## src/rtl/hyperbus_burst_ctrl_if.sv

```systemverilog
// Client command/data channel plus the request/response wires toward the HyperBus primary controller.
interface hyperbus_burst_ctrl_if #(
    parameter int WIDTH       = 8,
    parameter int ADDR_LENGTH = 32,
    parameter int DEPTH       = 16
);
    localparam int LEN_W = $clog2(DEPTH);

    logic                   cmd_valid;
    logic                   cmd_ready;
    logic                   cmd_we;
    logic                   cmd_reg;
    logic [ADDR_LENGTH-1:0] cmd_adr;
    logic [LEN_W-1:0]       cmd_len;
    logic [2*WIDTH-1:0]     wdata;
    logic                   wvalid;
    logic                   wready;
    logic [2*WIDTH-1:0]     rdata;
    logic                   rvalid;
    logic                   done;
    logic                   err;
    logic [ADDR_LENGTH-1:0] hb_adr;
    logic [2*WIDTH-1:0]     hb_dat_o;
    logic                   hb_reg_space;
    logic                   hb_wrq;
    logic                   hb_rrq;
    logic                   hb_ready;
    logic                   hb_valid;
    logic [2*WIDTH-1:0]     hb_dat_i;
    logic                   hb_busy;
    logic                   hb_error;

    // slave is the sequencer; master is everything around it (client and controller)
    modport slave (
        input  cmd_valid, cmd_we, cmd_reg, cmd_adr, cmd_len, wdata, wvalid,
        input  hb_ready, hb_valid, hb_dat_i, hb_busy, hb_error,
        output cmd_ready, wready, rdata, rvalid, done, err,
        output hb_adr, hb_dat_o, hb_reg_space, hb_wrq, hb_rrq
    );

    modport master (
        output cmd_valid, cmd_we, cmd_reg, cmd_adr, cmd_len, wdata, wvalid,
        output hb_ready, hb_valid, hb_dat_i, hb_busy, hb_error,
        input  cmd_ready, wready, rdata, rvalid, done, err,
        input  hb_adr, hb_dat_o, hb_reg_space, hb_wrq, hb_rrq
    );
endinterface

```

## src/rtl/hyperbus_burst_ctrl.sv

```systemverilog
// Burst request sequencer in front of the HyperBus primary controller: buffers a whole write
// burst before requesting, counts read strobes with an inactivity timeout, and reports done/err.
module hyperbus_burst_ctrl #(
    parameter int WIDTH       = 8,
    parameter int ADDR_LENGTH = 32,
    parameter int DEPTH       = 16,
    parameter int TIMEOUT     = 1024
) (
    input  logic                 clk,
    input  logic                 rst,
    hyperbus_burst_ctrl_if.slave bus
);
    localparam int PTR_W = $clog2(DEPTH);
    localparam int CNT_W = $clog2(TIMEOUT + 1);
    localparam logic [CNT_W-1:0] IDLE_LAST = CNT_W'(TIMEOUT - 1);
    localparam logic [PTR_W:0]   ONE       = (PTR_W + 1)'(1);

    typedef enum logic [2:0] {IDLE, WFILL, WBURST, RBURST, DRAIN} state_t;

    state_t                 state_reg;
    logic [2*WIDTH-1:0]     mem [DEPTH];
    logic [PTR_W:0]         wr_ptr_reg;
    logic [PTR_W:0]         rd_ptr_reg;
    logic [PTR_W:0]         remaining_reg;
    logic [PTR_W-1:0]       len_reg;
    logic [CNT_W-1:0]       idle_cnt_reg;
    logic                   abort_reg;
    logic [2*WIDTH-1:0]     rdata_reg;
    logic                   rvalid_reg;
    logic [ADDR_LENGTH-1:0] hb_adr_reg;
    logic                   hb_reg_space_reg;

    logic [PTR_W:0] fill_count;
    logic [PTR_W:0] fill_target;
    logic           cmd_ready_int;
    logic           wready_int;
    logic           push;
    logic           last_word;
    logic           done_int;

    // Pointers carry one extra bit so a buffer holding DEPTH words is not mistaken for empty.
    assign fill_count    = wr_ptr_reg - rd_ptr_reg;
    assign fill_target   = {1'b0, len_reg} + ONE;
    assign last_word     = (remaining_reg == ONE);
    assign cmd_ready_int = !rst && (state_reg == IDLE) && !bus.hb_busy;
    assign wready_int    = !rst && (state_reg == WFILL) && (fill_count != fill_target);
    assign push          = wready_int && bus.wvalid;
    assign done_int      = !rst && (state_reg == DRAIN) && (!bus.hb_busy || bus.hb_error);

    assign bus.cmd_ready    = cmd_ready_int;
    assign bus.wready       = wready_int;
    assign bus.rdata        = rdata_reg;
    assign bus.rvalid       = rvalid_reg;
    assign bus.done         = done_int;
    assign bus.err          = done_int && abort_reg;
    assign bus.hb_adr       = hb_adr_reg;
    assign bus.hb_reg_space = hb_reg_space_reg;
    assign bus.hb_dat_o     = mem[rd_ptr_reg[PTR_W-1:0]];
    // Requests fall in the very cycle the final beat is taken so the controller never starts another.
    assign bus.hb_wrq = !rst && (state_reg == WBURST) && !(last_word && bus.hb_ready);
    assign bus.hb_rrq = !rst && (state_reg == RBURST) && !(last_word && bus.hb_valid);

    always_ff @(posedge clk) begin
        if (push) begin
            mem[wr_ptr_reg[PTR_W-1:0]] <= bus.wdata;
        end
    end

    always_ff @(posedge clk) begin
        if (rst) begin
            state_reg        <= IDLE;
            wr_ptr_reg       <= '0;
            rd_ptr_reg       <= '0;
            remaining_reg    <= '0;
            len_reg          <= '0;
            idle_cnt_reg     <= '0;
            abort_reg        <= 1'b0;
            rdata_reg        <= '0;
            rvalid_reg       <= 1'b0;
            hb_adr_reg       <= '0;
            hb_reg_space_reg <= 1'b0;
        end else begin
            rvalid_reg <= 1'b0;
            if (push) begin
                wr_ptr_reg <= wr_ptr_reg + ONE;
            end
            case (state_reg)
                IDLE: begin
                    if (bus.cmd_valid && cmd_ready_int) begin
                        hb_adr_reg       <= bus.cmd_adr;
                        hb_reg_space_reg <= bus.cmd_reg;
                        len_reg          <= bus.cmd_len;
                        remaining_reg    <= {1'b0, bus.cmd_len} + ONE;
                        idle_cnt_reg     <= '0;
                        abort_reg        <= 1'b0;
                        state_reg        <= bus.cmd_we ? WFILL : RBURST;
                    end
                end
                WFILL: begin
                    if (bus.hb_error) begin
                        abort_reg <= 1'b1;
                        state_reg <= DRAIN;
                    end else if (push && ((fill_count + ONE) == fill_target)) begin
                        state_reg <= WBURST;
                    end
                end
                WBURST: begin
                    if (bus.hb_error) begin
                        abort_reg <= 1'b1;
                        state_reg <= DRAIN;
                    end else if (bus.hb_ready) begin
                        rd_ptr_reg    <= rd_ptr_reg + ONE;
                        remaining_reg <= remaining_reg - ONE;
                        if (last_word) begin
                            state_reg <= DRAIN;
                        end
                    end
                end
                RBURST: begin
                    if (bus.hb_error) begin
                        abort_reg <= 1'b1;
                        state_reg <= DRAIN;
                    end else if (bus.hb_valid) begin
                        rdata_reg     <= bus.hb_dat_i;
                        rvalid_reg    <= 1'b1;
                        remaining_reg <= remaining_reg - ONE;
                        idle_cnt_reg  <= '0;
                        if (last_word) begin
                            state_reg <= DRAIN;
                        end
                    end else if (idle_cnt_reg == IDLE_LAST) begin
                        abort_reg <= 1'b1;
                        state_reg <= DRAIN;
                    end else begin
                        idle_cnt_reg <= idle_cnt_reg + 1'b1;
                    end
                end
                DRAIN: begin
                    // The controller's error state is sticky, so it is treated like busy falling.
                    if (!bus.hb_busy || bus.hb_error) begin
                        abort_reg  <= 1'b0;
                        wr_ptr_reg <= '0;
                        rd_ptr_reg <= '0;
                        state_reg  <= IDLE;
                    end
                end
                default: state_reg <= IDLE;
            endcase
        end
    end
endmodule

```

## src/flat_wrapper.sv

```systemverilog
// flat-port wrapper written by rule: the top's interface ports become plain ports
module hyperbus_burst_ctrl_flat 
#(
    parameter int WIDTH       = 8,
    parameter int ADDR_LENGTH = 32,
    parameter int DEPTH       = 16,
    parameter int TIMEOUT     = 1024
)
  (clk, rst, bus_cmd_valid, bus_cmd_we, bus_cmd_reg, bus_cmd_adr, bus_cmd_len, bus_wdata, bus_wvalid, bus_hb_ready, bus_hb_valid, bus_hb_dat_i, bus_hb_busy, bus_hb_error, bus_cmd_ready, bus_wready, bus_rdata, bus_rvalid, bus_done, bus_err, bus_hb_adr, bus_hb_dat_o, bus_hb_reg_space, bus_hb_wrq, bus_hb_rrq);
  hyperbus_burst_ctrl_if #(.WIDTH(WIDTH), .ADDR_LENGTH(ADDR_LENGTH), .DEPTH(DEPTH)) bus_i ();
  input  logic clk;
  input  logic rst;
  input wire logic [$bits(bus_i.cmd_valid)-1:0] bus_cmd_valid;
  input wire logic [$bits(bus_i.cmd_we)-1:0] bus_cmd_we;
  input wire logic [$bits(bus_i.cmd_reg)-1:0] bus_cmd_reg;
  input wire logic [$bits(bus_i.cmd_adr)-1:0] bus_cmd_adr;
  input wire logic [$bits(bus_i.cmd_len)-1:0] bus_cmd_len;
  input wire logic [$bits(bus_i.wdata)-1:0] bus_wdata;
  input wire logic [$bits(bus_i.wvalid)-1:0] bus_wvalid;
  input wire logic [$bits(bus_i.hb_ready)-1:0] bus_hb_ready;
  input wire logic [$bits(bus_i.hb_valid)-1:0] bus_hb_valid;
  input wire logic [$bits(bus_i.hb_dat_i)-1:0] bus_hb_dat_i;
  input wire logic [$bits(bus_i.hb_busy)-1:0] bus_hb_busy;
  input wire logic [$bits(bus_i.hb_error)-1:0] bus_hb_error;
  output wire logic [$bits(bus_i.cmd_ready)-1:0] bus_cmd_ready;
  output wire logic [$bits(bus_i.wready)-1:0] bus_wready;
  output wire logic [$bits(bus_i.rdata)-1:0] bus_rdata;
  output wire logic [$bits(bus_i.rvalid)-1:0] bus_rvalid;
  output wire logic [$bits(bus_i.done)-1:0] bus_done;
  output wire logic [$bits(bus_i.err)-1:0] bus_err;
  output wire logic [$bits(bus_i.hb_adr)-1:0] bus_hb_adr;
  output wire logic [$bits(bus_i.hb_dat_o)-1:0] bus_hb_dat_o;
  output wire logic [$bits(bus_i.hb_reg_space)-1:0] bus_hb_reg_space;
  output wire logic [$bits(bus_i.hb_wrq)-1:0] bus_hb_wrq;
  output wire logic [$bits(bus_i.hb_rrq)-1:0] bus_hb_rrq;
  assign bus_i.cmd_valid = bus_cmd_valid;
  assign bus_i.cmd_we = bus_cmd_we;
  assign bus_i.cmd_reg = bus_cmd_reg;
  assign bus_i.cmd_adr = bus_cmd_adr;
  assign bus_i.cmd_len = bus_cmd_len;
  assign bus_i.wdata = bus_wdata;
  assign bus_i.wvalid = bus_wvalid;
  assign bus_i.hb_ready = bus_hb_ready;
  assign bus_i.hb_valid = bus_hb_valid;
  assign bus_i.hb_dat_i = bus_hb_dat_i;
  assign bus_i.hb_busy = bus_hb_busy;
  assign bus_i.hb_error = bus_hb_error;
  assign bus_cmd_ready = bus_i.cmd_ready;
  assign bus_wready = bus_i.wready;
  assign bus_rdata = bus_i.rdata;
  assign bus_rvalid = bus_i.rvalid;
  assign bus_done = bus_i.done;
  assign bus_err = bus_i.err;
  assign bus_hb_adr = bus_i.hb_adr;
  assign bus_hb_dat_o = bus_i.hb_dat_o;
  assign bus_hb_reg_space = bus_i.hb_reg_space;
  assign bus_hb_wrq = bus_i.hb_wrq;
  assign bus_hb_rrq = bus_i.hb_rrq;
  hyperbus_burst_ctrl #(.WIDTH(WIDTH), .ADDR_LENGTH(ADDR_LENGTH), .DEPTH(DEPTH), .TIMEOUT(TIMEOUT)) u_core (.clk(clk), .rst(rst), .bus(bus_i));
endmodule
```

## config.mk

```make
export PLATFORM = sky130hd
export DESIGN_NAME = hyperbus_burst_ctrl_flat
export DESIGN_NICKNAME = d
export VERILOG_FILES = /design/src/rtl/hyperbus_burst_ctrl_if.sv /design/src/rtl/hyperbus_burst_ctrl.sv /design/src/flat_wrapper.sv
export SDC_FILE = /design/constraint.sdc
export NUM_CORES = 1
export LEC_CHECK = 0
export CAP_MARGIN = 20
export CORE_AREA = 2 2 236 180
export DETAILED_ROUTE_END_ITERATION = 12
export DIE_AREA = 0 0 238 182
export PLACE_DENSITY = 0.52
export SETUP_SLACK_MARGIN = 0.5
export SYNTH_ARGS = -nofsm -noshare
export SYNTH_HDL_FRONTEND = slang
export SYNTH_SLANG_ARGS = --single-unit
```

## constraint.sdc

```tcl
create_clock -name clk -period 8.75 [get_ports clk]
set_clock_uncertainty 0.2 [all_clocks]
set_input_delay 2.625 -clock clk [delete_from_list [all_inputs] [get_ports clk]]
set_output_delay 2.625 -clock clk [all_outputs]
set_load 0.005 [all_outputs]
```

After elaboration in Yosys (flattened, before gate mapping)
Memory sizes are Yosys's and may differ from the RTL's. A register that Yosys moved wholly into a read port is not among the register bits.
Index checks and enable logic that the tools add are counted.
{ "totals": {"regBits": 84, "latchBits": 0, "mem_bits_rw": 256, "romBits": 0, "in_bits": 78, "out_inout_bits": 72, "wordCells": 120, "mem_count": 1} }
{ "op_classes": {"add_sub_neg": 8, "n_mul": 0, "n_div": 0, "order_cmp": 0, "n_eq_ne": 21, "shifts": 0, "mux": 42, "n_bitwise": 2, "reduce_logical": 35} }
{ "memory_table": {"columns": ["name", "words", "width", "rd", "rd_clocked_by_memory_dff", "wr", "line_no", "text"], "rows": [
  ["u_core.mem", 16, 16, 1, 1, 1, "hyperbus_burst_ctrl.sv:21", "logic [2*WIDTH-1:0] mem [DEPTH];"]
]} }
{ "ops": {"columns": ["op", "count"], "rows": [
  ["2-to-1 mux 5 bit", 11],
  ["2-to-1 mux 11 bit", 4],
  ["2-to-1 mux 3 bit", 10],
  ["one-hot mux 11 bit (2 select lines)", 1],
  ["logical AND 1 bit", 16],
  ["adder 5 x 1 -> 5 bit (second input constant)", 3],
  ["inequality test 3 bit (second input constant)", 5],
  ["one-hot mux 3 bit (5 select lines)", 1],
  ["one-hot mux 5 bit (3 select lines)", 1],
  ["inequality test 2 bit (second input constant)", 6],
  ["AND reduction 6 bit", 2],
  ["adder 11 x 1 -> 11 bit (second input constant)", 1],
  ["equality test 11 x 10 -> 1 bit (second input constant)", 1],
  ["adder 4 x 1 -> 5 bit (second input constant)", 2],
  ["one-hot mux 5 bit (2 select lines)", 1],
  ["2-to-1 mux 1 bit", 9],
  ["2-to-1 mux 4 bit", 2],
  ["AND reduction 4 bit", 2],
  ["equality test 3 x 2 -> 1 bit (second input constant)", 2],
  ["equality test 5 x 1 -> 1 bit (second input constant)", 1],
  ["equality test 5 bit", 1],
  ["inequality test 5 bit", 1],
  ["AND reduction 5 bit", 1],
  ["subtractor 5 x 1 -> 5 bit (second input constant)", 1],
  ["other kinds (18)", 23]
]} }

Depth between registers and ports, before layout
{ "depth": {"depth_word": 8, "ltp_mapped": 11, "mapped_depth_nobuf": 10} }

Least setup slack after synthesis
No wires, ideal clock.
{ "synth_timing": {"path_kind": "input to output", "startpoint": "in rst", "endpoint": "out bus_hb_wrq", "arrival_time_ns": 3.369, "required_time_ns": 5.925, "setup_slack_ns": 2.556, "cell_stages": 3, "n_path_buf": 2, "cell_sequence": "clkbuf_1 clkbuf_1 a2111oi_0"} }
{ "synth_via": {"elab_chain_cells": 3} }
{ "synth_rtl": {"columns": ["item", "line_no", "text"], "rows": [
  ["start, declared", "flat_wrapper.sv:12", "input logic rst;"],
  ["logical NOT 1 bit", "hyperbus_burst_ctrl.sv:60", "assign bus.hb_wrq = !rst && (state_reg == WBURST) && !(last_word && bus.hb_ready);"],
  ["logical AND 1 bit (2 in a row)", "hyperbus_burst_ctrl.sv:60", null],
  ["end, declared", "flat_wrapper.sv:34", "output wire logic [$bits(bus_i.hb_wrq)-1:0] bus_hb_wrq;"]
]} }
No other way between the ends.

Worst setup path after layout
{ "layout_timing": {"startpoint": "in bus_hb_error", "endpoint": "out bus_err"} }
{ "layout_via": {"elab_chain_cells": 3} }
{ "layout_rtl": {"columns": ["item", "line_no", "text"], "rows": [
  ["start, declared", "flat_wrapper.sv:24", "input wire logic [$bits(bus_i.hb_error)-1:0] bus_hb_error;"],
  ["logical OR 1 bit", "hyperbus_burst_ctrl.sv:48", "assign done_int = !rst && (state_reg == DRAIN) && (!bus.hb_busy || bus.hb_error);"],
  ["logical AND 1 bit", "hyperbus_burst_ctrl.sv:48", null],
  ["logical AND 1 bit", "hyperbus_burst_ctrl.sv:55", "assign bus.err = done_int && abort_reg;"],
  ["end, declared", "flat_wrapper.sv:30", "output wire logic [$bits(bus_i.err)-1:0] bus_err;"]
]} }
No other way between the ends.

==> results.ini <==
[cts]
clk_pin_slew_ns = 0.05
post_cts_resized = 0
cts_sinks = 344
cts_buffers = 36
cts_setup_buffers = 0
root_buffer = clkbuf_16
clock_latency_ns = 0.53
cts_hold_buf = 0
cts.path.max_buffers = 3
cts_tree = done
cts_htree_levels = 2

[logic_synthesis]
ys.flop_type = edfxtp_1
synth_edf_count = 256
netlist_instances = 886
ys_top_cells_by_area = edfxtp_1 56%, mux4_2 13%, dfxtp_1 13%, nand2_1 3.3%, a21oi_1 2.4%
synth_cell_types = 55
avgSynthCellArea_um2 = 15.5
syn_area_um2 = 13700
syn_nets = 980
ys_seq_area_share_pct = 68.8
synth_top_cell_by_area = edfxtp_1
async_reset_ff_share_pct = 0
synth_top_area_share_pct = 56.0
yosys_warnings = 0
ys_ff_latch = 344

[power]
p_leak_nw = 5.35
power.density_nw_per_um2 = 217
irDropWorstVdd_mv = 0.116

[route]
first_iter_violations = 616
vias_per_cell = 4.94
vias = 7944
wl_per_cell_um = 19.9
drc = 0
drt_pre_antenna_iters = 4
antenna_left = 0
wirelength_mm = 32.0

[worst_setup_path]
critPathLaunchType = input pin
cp.buffers_inverters = 2
crit_chain = clkdlybuf4s50_1, o21ai_0, nor3_1, and2_1, clkdlybuf4s50_1
worstPathMaxFanout = 11
worst_ep_arrival_time_ns = 4.48
critPathKind = in -> out
cpMaxStageDelayCell = clkdlybuf4s50_1
required_ns = 5.93
cpMostUsedCell = clkdlybuf4s50_1
cpLargestDelayFamily = buffers and inverters
cp-end-kind = primary output
slowest_delay_ns = 0.56

[cells_and_area]
final_layout_size_suffix_gt1_share_pct = 15.7
largest_reg_flops = 256
nets = 1140
mostFrequentLayoutCells = 256 x edfxtp_1, 148 x clkdlybuf4s50_1, 121 x nand2_1
layout_commonest_cell = edfxtp_1
stdcell_area_um2 = 17000
area_growth_pct = 24.1
instances_no_fill = 1607
antenna_cells = 0

[placed_design]
gp_congestion = 0.767
dp_hpwl_mm = 19.3
place_area_um2 = 15900
io_buffers = 149
dp.cells = 1543

[floorplan]
die_w_um = 238
start_util_pct = 33.2
die_h_um = 182
dieArea_um2 = 43300
num_rows = 65
core_area_um2 = 41300
pin_count = 150

[timing]
timing.final.crit_share_pct = 83.4
grt_setup_unrepaired = no
final_max_slew_viol_count = 0
tns_ns = 0
slew_headroom_pct = 31.8
final-setup-viol-count = 0
layout_min_cycle_time_ns = 7.30
fmax_ghz = 0.137
tightest_slew_ns = 1.02
hold_viol = 0

[global_routing]
antenna_found_initial = 0
grt_pass1_vias = 8134
grt_use_total_pct = 14.9
grt_pass1_wl_mm = 49.2
grt_max_degree = 65
grt-ovfl-total = 0

[run]
maxCapViolCount = 0

[worst_hold_path]
hp-class = reg -> reg

[outcome]
status = complete, no violations

==> metrics by stage <==
stage                     total power, mW  hold slack, ns  setup WS [ns]  util, %
after floorplan                      2.09           0.208           2.56        -
after global placement               2.25           0.220           1.49     38.5
after detailed placement             2.26           0.225           1.44     38.5
after CTS                            3.74           0.233           1.45     41.2
after global routing                 3.85           0.251           1.28     41.2
final                                3.69           0.229           1.45     41.2
==> logic make-up after synthesis <==
kind of cell    count (synthesis)  share of synthesized area (%)
simple gates                  241                           8.10
flops                         344                           68.8
fa+ha+maj                      16                           1.51
xor+xnor                       28                           1.79
buf+inv                        67                           1.85
compound gates                108                           4.64
mux                            82                           13.3
==> power by group <==
part | leakage, nW | switching (mW) | internal [mW] | total, mW
registers | 3.01 | 0.0479 | 1.78 | 1.83
logic | 1.79 | 0.190 | 0.198 | 0.388
clock network | 0.543 | 0.628 | 0.845 | 1.47
total | 5.35 | 0.866 | 2.83 | 3.69
==> final cells by class <==
class / instances / area (um^2)
multi-input combinational: 475 / 4070
clock inverter: 13 / 148
inverter: 17 / 63.8
clock buffer: 50 / 973
fill: 3772 / 24300
tap: 536 / 671
timing repair buffer: 172 / 1660
sequential: 344 / 9450
==> synthesized netlist by cell type, types with 4 or more instances <==
master and number:
edfxtp_1 256, nand2_1 121, dfxtp_1 88, mux4_2 80, a21oi_1 66, clkbuf_1 39
nor2_1 39, inv_1 17, ha_1 15, xor2_1 15, nand3_1 14, xnor2_1 13
o21ai_0 11, nand2b_1 10, buf_1 9, nor3_1 9, nand4_1 8, and2_1 6
and3_1 5, nor4_1 4, nor4b_1 4, o21a_1 4
==> final timing paths <==
check                                        startpoint                       to  slack [ns]  depth (start not counted)
worst max register to register     u_core.wr_ptr_reg[0]        u_core.mem[10][4]        4.48                          9
worst min register to register  u_core.idle_cnt_reg[10]  u_core.idle_cnt_reg[10]        0.23                          2
worst min-delay path            u_core.idle_cnt_reg[10]  u_core.idle_cnt_reg[10]        0.23                          2
worst max-delay path                       bus_hb_error                  bus_err        1.45                          5
==> per-layer routing <==
layer / vias to the layer above / track usage, % / part of all wire (%)
li1: 3692 / - / -
met5: - / 0 / 0
met2: 157 / 23.8 / 47
met3: 45 / 4.21 / 5.9
met4: 0 / 4.40 / 2.3
met1: 4050 / 19.9 / 45
==> worst register-to-register path: cells and delay by family (launching register included) <==
family | cells | cell delay, ns
AO/OA/AOI/OAI | 1 | 0.53
XOR/XNOR | 2 | 0.50
adder cells (fa/ha/maj) | 2 | 0.69
buffers and inverters | 1 | 0.12
flip-flops | 1 | 0.41
AND/OR/NAND/NOR | 3 | 1.43
No activity file was read; power rests on OpenSTA's default activity.
